## config.mk

```make
export PLATFORM = sky130hd
export DESIGN_NAME = conv_pool_stream_flat
export DESIGN_NICKNAME = d
export VERILOG_FILES = /design/src/rtl/conv_pool_stream_if.sv /design/src/rtl/conv_pool_stream.sv /design/src/flat_wrapper.sv
export SDC_FILE = /design/constraint.sdc
export NUM_CORES = 1
export LEC_CHECK = 0
export ABC_AREA = 1
export CAP_MARGIN = 40
export CORE_MARGIN = 1
export CORE_UTILIZATION = 58
export CTS_BUF_LIST = sky130_fd_sc_hd__clkbuf_4
export DETAILED_ROUTE_END_ITERATION = 6
export PLACE_DENSITY = 0.82
export SLEW_MARGIN = 20
export SYNTH_ARGS = -nofsm -noshare
export SYNTH_HDL_FRONTEND = slang
export SYNTH_SLANG_ARGS = --single-unit
```

## constraint.sdc

```tcl
create_clock -name clk -period 3.4 [get_ports clk]
set_clock_uncertainty 0.2 [all_clocks]
set_input_delay 0.68 -clock clk [delete_from_list [all_inputs] [get_ports clk]]
set_output_delay 0.68 -clock clk [all_outputs]
set_load 0.01 [all_outputs]
```

## src/rtl/conv_pool_stream_if.sv

```systemverilog
// conv_pool_stream_if: the Conv-side sample stream and the pooled result stream of conv_pool_stream.
// The producer/consumer side uses the master modport and the pooling stage uses the slave modport.
interface conv_pool_stream_if #(
    parameter int DW = 16
);
    logic          in_st;
    logic [DW-1:0] din;
    logic [DW-1:0] dout;
    logic          dout_vld;
    logic          out_st;
    logic          busy;

    modport master (
        output in_st,
        output din,
        input  dout,
        input  dout_vld,
        input  out_st,
        input  busy
    );

    modport slave (
        input  in_st,
        input  din,
        output dout,
        output dout_vld,
        output out_st,
        output busy
    );
endinterface

```

## src/rtl/conv_pool_stream.sv

```systemverilog
// conv_pool_stream: streaming WINxWIN, stride-WIN max-pool over a raster conv map, one accumulator per output column.
// Define SIGNED_CMP_EN for two's-complement comparison; the default build compares unsigned.
module conv_pool_stream #(
    parameter int DW     = 16,
    parameter int IN_DIM = 6,
    parameter int WIN    = 3
) (
    input  logic              clk,
    input  logic              rst,
    conv_pool_stream_if.slave bus
);
    localparam int NX = IN_DIM / WIN;
    localparam int CW = (IN_DIM > 1) ? $clog2(IN_DIM) : 1;
    localparam int PW = (WIN > 1) ? $clog2(WIN) : 1;
    localparam int XW = (NX > 1) ? $clog2(NX) : 1;

    localparam logic [0:0] IDLE = 1'b0;
    localparam logic [0:0] RUN  = 1'b1;

    logic [0:0]    state_q, state_d;
    logic [CW-1:0] row_q, row_d, col_q, col_d;
    logic [PW-1:0] rowPh_q, rowPh_d, colPh_q, colPh_d;
    logic [XW-1:0] wx_q, wx_d;
    logic [DW-1:0] acc_q [NX];
    logic [DW-1:0] acc_d [NX];
    logic [DW-1:0] dout_q, dout_d;
    logic          vld_q, vld_d;
    logic          ost_q, ost_d;

    logic          lastSample;
    logic          winStart;
    logic          winDone;
    logic          clear;
    logic [DW-1:0] winMax;

    function automatic logic [DW-1:0] maxOf(input logic [DW-1:0] a, input logic [DW-1:0] b);
`ifdef SIGNED_CMP_EN
        return ($signed(b) > $signed(a)) ? b : a;
`else
        return (b > a) ? b : a;
`endif
    endfunction

    // Phase counters track row%WIN, col%WIN and col/WIN so no divider is needed.
    assign lastSample = (row_q == CW'(IN_DIM - 1)) && (col_q == CW'(IN_DIM - 1));
    assign winStart   = (rowPh_q == '0) && (colPh_q == '0);
    assign winDone    = (rowPh_q == PW'(WIN - 1)) && (colPh_q == PW'(WIN - 1));
    assign winMax     = winStart ? bus.din : maxOf(acc_q[wx_q], bus.din);

    always_comb begin
        state_d = state_q;
        row_d   = row_q;
        col_d   = col_q;
        rowPh_d = rowPh_q;
        colPh_d = colPh_q;
        wx_d    = wx_q;
        acc_d   = acc_q;
        dout_d  = dout_q;
        vld_d   = 1'b0;
        ost_d   = 1'b0;
        clear   = 1'b0;
        case (state_q)
            IDLE: begin
                if (bus.in_st) begin
                    state_d = RUN;
                    clear   = 1'b1;
                end
            end
            RUN: begin
                // A start pulse mid-frame drops the current sample and everything pending.
                if (bus.in_st && !lastSample) begin
                    clear = 1'b1;
                end else begin
                    acc_d[wx_q] = winMax;
                    if (winDone) begin
                        dout_d = winMax;
                        vld_d  = 1'b1;
                        ost_d  = lastSample;
                    end
                    if (lastSample) begin
                        clear   = 1'b1;
                        state_d = bus.in_st ? RUN : IDLE;
                    end else if (col_q == CW'(IN_DIM - 1)) begin
                        col_d   = '0;
                        colPh_d = '0;
                        wx_d    = '0;
                        row_d   = row_q + 1'b1;
                        rowPh_d = (rowPh_q == PW'(WIN - 1)) ? '0 : rowPh_q + 1'b1;
                    end else begin
                        col_d = col_q + 1'b1;
                        if (colPh_q == PW'(WIN - 1)) begin
                            colPh_d = '0;
                            wx_d    = wx_q + 1'b1;
                        end else begin
                            colPh_d = colPh_q + 1'b1;
                        end
                    end
                end
            end
            default: state_d = IDLE;
        endcase
        if (clear) begin
            row_d   = '0;
            col_d   = '0;
            rowPh_d = '0;
            colPh_d = '0;
            wx_d    = '0;
        end
    end

    always_ff @(posedge clk or posedge rst) begin
        if (rst) begin
            state_q <= IDLE;
            row_q   <= '0;
            col_q   <= '0;
            rowPh_q <= '0;
            colPh_q <= '0;
            wx_q    <= '0;
            for (int i = 0; i < NX; i++) acc_q[i] <= '0;
            dout_q  <= '0;
            vld_q   <= 1'b0;
            ost_q   <= 1'b0;
        end else begin
            state_q <= state_d;
            row_q   <= row_d;
            col_q   <= col_d;
            rowPh_q <= rowPh_d;
            colPh_q <= colPh_d;
            wx_q    <= wx_d;
            acc_q   <= acc_d;
            dout_q  <= dout_d;
            vld_q   <= vld_d;
            ost_q   <= ost_d;
        end
    end

    assign bus.dout     = dout_q;
    assign bus.dout_vld = vld_q;
    assign bus.out_st   = ost_q;
    assign bus.busy     = (state_q == RUN);
endmodule
```

## src/flat_wrapper.sv

```systemverilog
// flat-port wrapper written by rule: the top's interface ports become plain ports
module conv_pool_stream_flat 
#(
    parameter int DW     = 16,
    parameter int IN_DIM = 6,
    parameter int WIN    = 3
)
  (clk, rst, bus_in_st, bus_din, bus_dout, bus_dout_vld, bus_out_st, bus_busy);
  conv_pool_stream_if #(.DW(DW)) bus_i ();
  input  logic clk;
  input  logic rst;
  input wire logic [$bits(bus_i.in_st)-1:0] bus_in_st;
  input wire logic [$bits(bus_i.din)-1:0] bus_din;
  output wire logic [$bits(bus_i.dout)-1:0] bus_dout;
  output wire logic [$bits(bus_i.dout_vld)-1:0] bus_dout_vld;
  output wire logic [$bits(bus_i.out_st)-1:0] bus_out_st;
  output wire logic [$bits(bus_i.busy)-1:0] bus_busy;
  assign bus_i.in_st = bus_in_st;
  assign bus_i.din = bus_din;
  assign bus_dout = bus_i.dout;
  assign bus_dout_vld = bus_i.dout_vld;
  assign bus_out_st = bus_i.out_st;
  assign bus_busy = bus_i.busy;
  conv_pool_stream #(.DW(DW), .IN_DIM(IN_DIM), .WIN(WIN)) u_core (.clk(clk), .rst(rst), .bus(bus_i));
endmodule
```

==> out/metrics.cfg, run 1 <==
[critical_path]
startpoint = u_core.wx_q
r2r_setup_slack_ns = 0.57
ff2ff_path_depth = 20
worst_ep_arrival_time_ns = 2.92
timing.rr.end = u_core.acc_q[21]
start_kind = flip-flop
path_max_fanout = 16
reg2reg_from = u_core.wx_q
worst_setup_path_end_kind = flip-flop
critPathRequiredTime_ns = 3.49
worst-setup-path-type = reg2reg

[yosys]
synth_seq_area_share = 0.458
postSynthCellCount = 401
ys_seq_elements = 62
syn_avg_cell_area_um2 = 8.45
postSynthNetCount = 438
syn_area_um2 = 3390
yosys_warnings = 0
synth.distinct_cells = 33

[drt]
drtIter0Drc = 192
vias_per_cell = 5.36
ant_nets = 0
wire_per_inst_um = 14.4
wl_um = 7470
dr.pass1.iters = 4
num_vias = 2780
drcViolationCount = 0

[timing]
period_share = 0.831
hold_violations = 0
fin_crit_ns = 2.83
finalMaxSlewViolations = 0
max_freq_mhz = 354
fin_tns_setup_ns = 0
tightest_slew_ns = 0.645
rsz0062_at_grt = no
slew_headroom = 0.569
setup_violations = 0

[clock_network]
clk_path_buf_depth = 2
h-tree-depth = 3
cts_tree = built
cts_sinks = 62
clockRootBuffer = clkbuf_4
clk_latency_ns = 0.41
cts_buffers = 9
holdBufCountCts = 0
cts-resized-gates = 0
postCtsSetupBuffers = 0
cts.clk_slew.worst_paths_ns = 0.10

[power_and_ir_drop]
netSwitchingPower_w = 0.00118
p_comb_frac = 0.449
power.density_nw_per_um2 = 728
swShare = 0.417
seqPwrFrac = 0.409
vdd_drop_max_uv = 438
p_clk_frac = 0.142
p_leak_nw = 2.02
p_int_w = 0.00165

[die]
pin_count = 38
die_w_um = 78.4
start_util = 0.608
rows = 27
coreArea_um2 = 5570
dieArea_um2 = 6150
fp.dieH_um = 78.4

[global_routing]
grt_max_degree = 35
grt_use_total = 0.266
antenna_found_initial = 0
grt_pass1_vias = 2704
overflow = 0
grt_pass1_wl_um = 12500

[min_path]
min_path_cells = 2
min_to = u_core.acc_q[0]
hp-class = reg2reg
min_from = u_core.acc_q[0]

[placed_design]
hpwl_um = 5000
gp_congestion = 0.835
port_buffers = 37

[finish]
area_growth_pct = 15.1
final_common_cell = nand2_1
antenna_cells = 0
utilization = 0.699
nets = 480
fillers = 466
drive_gt1_frac = 0.0761
layout_common_cells = nand2_1, nand3_1, dfrtp_1, clkdlybuf4s50_1, inv_1

[job]
maxCapViolCount = 0

[run_status]
status = complete, no violations

[per-stage QoR]
step                      instance area, um2  total power (W)  setup slack (ns)  hold WS [ns]  std cells
after floorplan                         3390          0.00204             0.845         0.242        401
after global placement                  3800          0.00238             0.480         0.257        504
after detailed placement                3800          0.00244             0.434         0.261        504
after CTS                               3900          0.00284             0.587         0.284        519
after global routing                    3900          0.00307             0.308         0.314        519
final                                   3900          0.00284             0.575         0.285        519
[critical path, stage by stage, from the launching register on]
cell and delay [ns]:
dfrtp_1 0.35, buf_4 0.19, inv_1 0.13, or2_2 0.28, o21ai_0 0.12, inv_1 0.08, ha_1 0.18, inv_1 0.05
nand2_1 0.04, nand2_1 0.05, nand2_1 0.04, nand2_1 0.06, nand2_1 0.05, nand2_1 0.05, nand2_1 0.04, nand2_1 0.07
nand2_2 0.11, nand2_2 0.31, nand2_1 0.16, nand3_1 0.10, nand2_1 0.06
[logic make-up after synthesis]
group | share of synthesized area
adder cells (fa/ha/maj) | 0.0665
buffers and inverters | 0.0728
flip-flops | 0.458
AO/OA/AOI/OAI | 0.0303
AND/OR/NAND/NOR | 0.323
XOR/XNOR | 0.00517
multiplexers | 0.0443
[final cells by class]
| type | instances | area, um2 | area share |
|---|---|---|---|
| Multi-Input combinational cell | 290 | 1590 | 0.408 |
| Clock inverter | 6 | 30.0 | 0.00770 |
| Tap cell | 72 | 90.1 | 0.0231 |
| Timing Repair Buffer | 42 | 420 | 0.108 |
| Clock buffer | 9 | 67.6 | 0.0173 |
| Sequential cell | 62 | 1550 | 0.398 |
| Inverter | 38 | 150 | 0.0385 |
[layer usage]
layer	wire length (um)	up-vias	GRT usage
met2	3560	82	0.414
met4	89	0	0.120
met5	0	-	0
li1	-	1395	-
met3	509	9	0.0477
met1	3310	1294	0.363
[cells in the mapped netlist]
library cell,number,area [um2]
inv_2,1,3.75
o21ai_0,8,40.0
buf_6,6,67.6
nand3_1,70,350
o22ai_1,2,12.5
nand2_1,139,522
and2_1,1,6.26
inv_4,3,18.8
nor3_4,1,16.3
nor4_1,1,6.26
nand2_2,2,12.5
dfrtp_1,62,1550
nor3_2,1,10.0
buf_4,2,15.0
nand2_8,1,20.0
a21o_1,1,7.51
nor2_1,10,37.5
nor3_1,1,5.00
or2_2,1,6.26
a22oi_1,1,7.51
nor2_8,3,60.1
mux2i_1,15,150
nor3b_1,1,7.51
xor2_1,1,8.76
nand4_1,2,12.5
nand3_2,1,10.0
ha_1,18,225
xnor2_1,1,8.76
buf_2,2,10.0
a21oi_1,7,35.0
nand2_4,1,11.3
clkbuf_1,1,3.75
inv_1,34,128
[power by group through the flow]
stage | clock network (W) | logic [W] | registers (W)
global route | 0.000439 | 0.00144 | 0.00119
detailed placement | 0 | 0.00127 | 0.00117
finish | 0.000404 | 0.00127 | 0.00116
CTS | 0.000411 | 0.00128 | 0.00116
global placement | 0 | 0.00122 | 0.00115
floorplan | 0 | 0.000876 | 0.00116
[how the worst max path moves through the flow]
stage	endpoint	cells after the start	slack (ns)
2_1_floorplan	u_core.acc_q[20]	15	0.84
3_3_place_gp	u_core.bus.dout[1]	11	0.48
3_5_place_dp	u_core.acc_q[24]	11	0.43
4_1_cts	u_core.acc_q[31]	20	0.59
5_1_grt	u_core.acc_q[6]	20	0.31
6_report	u_core.acc_q[21]	20	0.57
[sequential cells by signal, indices dropped and copies added, names as in the netlist]
register and cells:
u_core.rowPh_q 2, u_core.bus.dout 16, u_core.acc_q 32, u_core.bus.busy 1, u_core.wx_q 1, u_core.bus.out_st 1
u_core.col_q 3, u_core.row_q 3, u_core.colPh_q 2, u_core.bus.dout_vld 1
No activity file was read; power rests on OpenSTA's default activity.
==> run 2: changes to the inputs <==
CORE_UTILIZATION = 53   (was 58)
PLACE_DENSITY = 0.79   (was 0.82)
clock period = 2.4 ns   (was 3.4 ns; I/O delays follow)
==> run 2 against run 1 <==
Worst hold slack worse by 0.082 ns; critical endpoint is now u_core.acc_q[24]; the flow now finishes with violations (setup timing); clock-buffer cell count grew 3; first-iteration DRC count down 17%; clock power up 50%; non-clock buffer count increased by 11; cell count rose by 2.7%; die area increased by 9.2%; critical path depth shrank 8; final area rose by 7.4%.
==> out/metrics.cfg, run 2 (synthesis results as in run 1) <==
[power_and_ir_drop]
power.density_nw_per_um2 = 1060  ; +46%
vdd_drop_max_uv = 508  ; +16%
seqPwrFrac = 0.382  ; -0.027
netSwitchingPower_w = 0.00183  ; +54%
swShare = 0.410  ; -0.00724
total_power_w = 0.00445  ; +57%
p_int_w = 0.00263  ; +59%
p_comb_frac = 0.482  ; +0.033
p_leak_nw = 2.13  ; +5.4%
p_clk_frac = 0.136  ; -0.006

[die]
start_util = 0.562  ; -0.0455
pin_count = 38  ; unchanged
rows = 28  ; +3.7%
fp.dieH_um = 81.9  ; +4.5%
die_w_um = 81.9  ; +4.5%
coreArea_um2 = 6030  ; +8.1%
dieArea_um2 = 6710  ; +9.2%

[drt]
wire_per_inst_um = 14.8  ; +2.5%
num_vias = 2908  ; +4.6%
drcViolationCount = 0  ; unchanged
drtIter0Drc = 160  ; -17%
dr.pass1.iters = 4  ; unchanged
ant_nets = 0  ; unchanged
vias_per_cell = 5.46  ; +1.9%
wl_um = 7860  ; +5.2%

[global_routing]
grt_max_degree = 63  ; +80%
grt_pass1_wl_um = 12700  ; +1.3%
overflow = 0  ; unchanged
grt_use_total = 0.259  ; -0.00749
grt_pass1_vias = 2687  ; -0.63%
antenna_found_initial = 0  ; unchanged

[timing]
tightest_slew_ns = 0.339  ; -0.306 ns
rsz0062_at_grt = yes
fin_crit_ns = 2.52  ; -0.303 ns
worst_slack_ns = -0.122  ; -0.697 ns
finalMaxSlewViolations = 0  ; unchanged
max_freq_mhz = 397  ; +12%
hold_violations = 0  ; unchanged
slew_headroom = 0.772  ; +0.202
period_share = 1.05  ; +0.220
setup_violations = 48  ; +48
holdWs_ns = 0.202  ; -0.0821 ns

[clock_network]
clk_path_buf_depth = 2  ; unchanged
clk_latency_ns = 0.42  ; about the same
holdBufCountCts = 0  ; unchanged
h-tree-depth = 3  ; unchanged
cts_buffers = 9  ; unchanged
cts.clk_slew.worst_paths_ns = 0.10  ; about the same
cts_tree = built
cts_sinks = 62  ; unchanged
clockRootBuffer = clkbuf_4

[finish]
drive_gt1_frac = 0.140  ; +0.0637
nets = 491  ; +2.3%
layout_common_cells = nand2_1, nand3_1, dfrtp_1, clkdlybuf4s50_1, inv_1
top_register = u_core.acc_q
final_common_cell = nand2_1
finalNonFillerCells = 533  ; +2.7%
utilization = 0.695  ; -0.00426
antenna_cells = 0  ; unchanged
area_growth_pct = 23.7
largest_reg_flops = 32  ; unchanged

[critical_path]
timing.rr.end = u_core.acc_q[24]
critPathRequiredTime_ns = 2.52  ; -0.97 ns
critical_path.top_delay_family = simple AND/OR/NAND/NOR gates
path_cells = buf_12 > mux2i_2 > ha_1 > nand2_1 > nor2_1 > a21oi_2 > nand2_1 > nand2_2 > buf_8 > nand3_1 > nand3_1 > nand2_1
slowest_stage = dfrtp_2
r2r_setup_slack_ns = -0.12  ; -0.70 ns
ff2ff_path_depth = 12  ; -40%
path_buf_inv = 2  ; -2
path_max_fanout = 11  ; -5
slowest_delay_ns = 0.45  ; +0.10 ns
start_kind = flip-flop
reg2reg_from = u_core.wx_q
worst_ep_arrival_time_ns = 2.64  ; -0.28 ns
cp_common_cell = nand2_1
worst_setup_path_end_kind = flip-flop
worst-setup-path-type = reg2reg

[placed_design]
port_buffers = 37  ; unchanged
dpl_worst_slack_ns = -0.250  ; -0.684 ns
placedCellCount = 518  ; +2.8%
gp_congestion = 0.768  ; -8.0%
hpwl_um = 5170  ; +3.3%

[min_path]
hp-class = in2async

[job]
maxCapViolCount = 0  ; unchanged

[run_status]
status = finished, violations left
violations = setup timing

[run 2: changes by cell type in the layout (fill, tap and decap cells not counted), sizes merged]
cell | before | now
clkinv | 5 | 3
buf | 5 | 16
clkinvlp | 1 | 0
clkbuf | 9 | 12
[run 2: worst max-delay path by stage]
| stage | from | depth (start not counted) | slack (ns) | to |
|---|---|---|---|---|
| after floorplan | u_core.wx_q | 21 | 0.006 | u_core.acc_q[20] |
| after global placement | bus_din[15] | 11 | -0.21 | u_core.bus.dout[14] |
| after detailed placement | bus_din[15] | 10 | -0.25 | u_core.acc_q[24] |
| after CTS | u_core.wx_q | 16 | -0.07 | u_core.acc_q[24] |
| after global routing | u_core.wx_q | 13 | -0.27 | u_core.acc_q[3] |
| final | u_core.wx_q | 12 | -0.12 | u_core.acc_q[24] |
[run 2: worst min-delay path, stage by stage]
cell and delay (ns):
clkdlybuf4s50_1 0.41, inv_2 0.07, buf_12 0.27
[run 2: layout make-up]
type                            count  area [um2]
Clock buffer                       12        90.1
Clock inverter                      3        12.5
Fill cell                         484        1840
Inverter                           38         150
Multi-Input combinational cell    290        1730
Sequential cell                    62        1550
Tap cell                           75        93.8
Timing Repair Buffer               53         561
[run 2: metrics by stage]
step | area (um2) | TNS [ns]
2_1_floorplan | 3400 | 0
3_3_place_gp | 3940 | -9.28
3_5_place_dp | 3940 | -10.70
4_1_cts | 4070 | -1.47
5_1_grt | 4190 | -11.16
6_report | 4190 | -3.33
[run 2: power groups by stage]
| stage | Clock (W) | Combinational [W] | Sequential [W] |
|---|---|---|---|
| 2_1_floorplan | 0 | 0.00126 | 0.00165 |
| 5_1_grt | 0.000660 | 0.00239 | 0.00175 |
| 4_1_cts | 0.000611 | 0.00198 | 0.00166 |
| 6_report | 0.000607 | 0.00215 | 0.00170 |
| 3_5_place_dp | 0 | 0.00193 | 0.00166 |
| 3_3_place_gp | 0 | 0.00187 | 0.00164 |
[run 2: layer usage]
metal | routed length [um] | share of wire | global-route usage | vias up
met1 | 3410 | 0.43 | 0.342 | 1378
met3 | 527 | 0.067 | 0.0511 | 22
met5 | 0 | 0 | 0 | -
li1 | - | - | - | 1418
met2 | 3750 | 0.48 | 0.410 | 90
met4 | 176 | 0.022 | 0.114 | 0
[run 2: what timing repair did]
item / CTS / global route
setup buffers: 0 / 0
setup endpoints to repair: 48 / 48
resized for setup: 7 / 22
hold endpoints to repair: 0 / 0
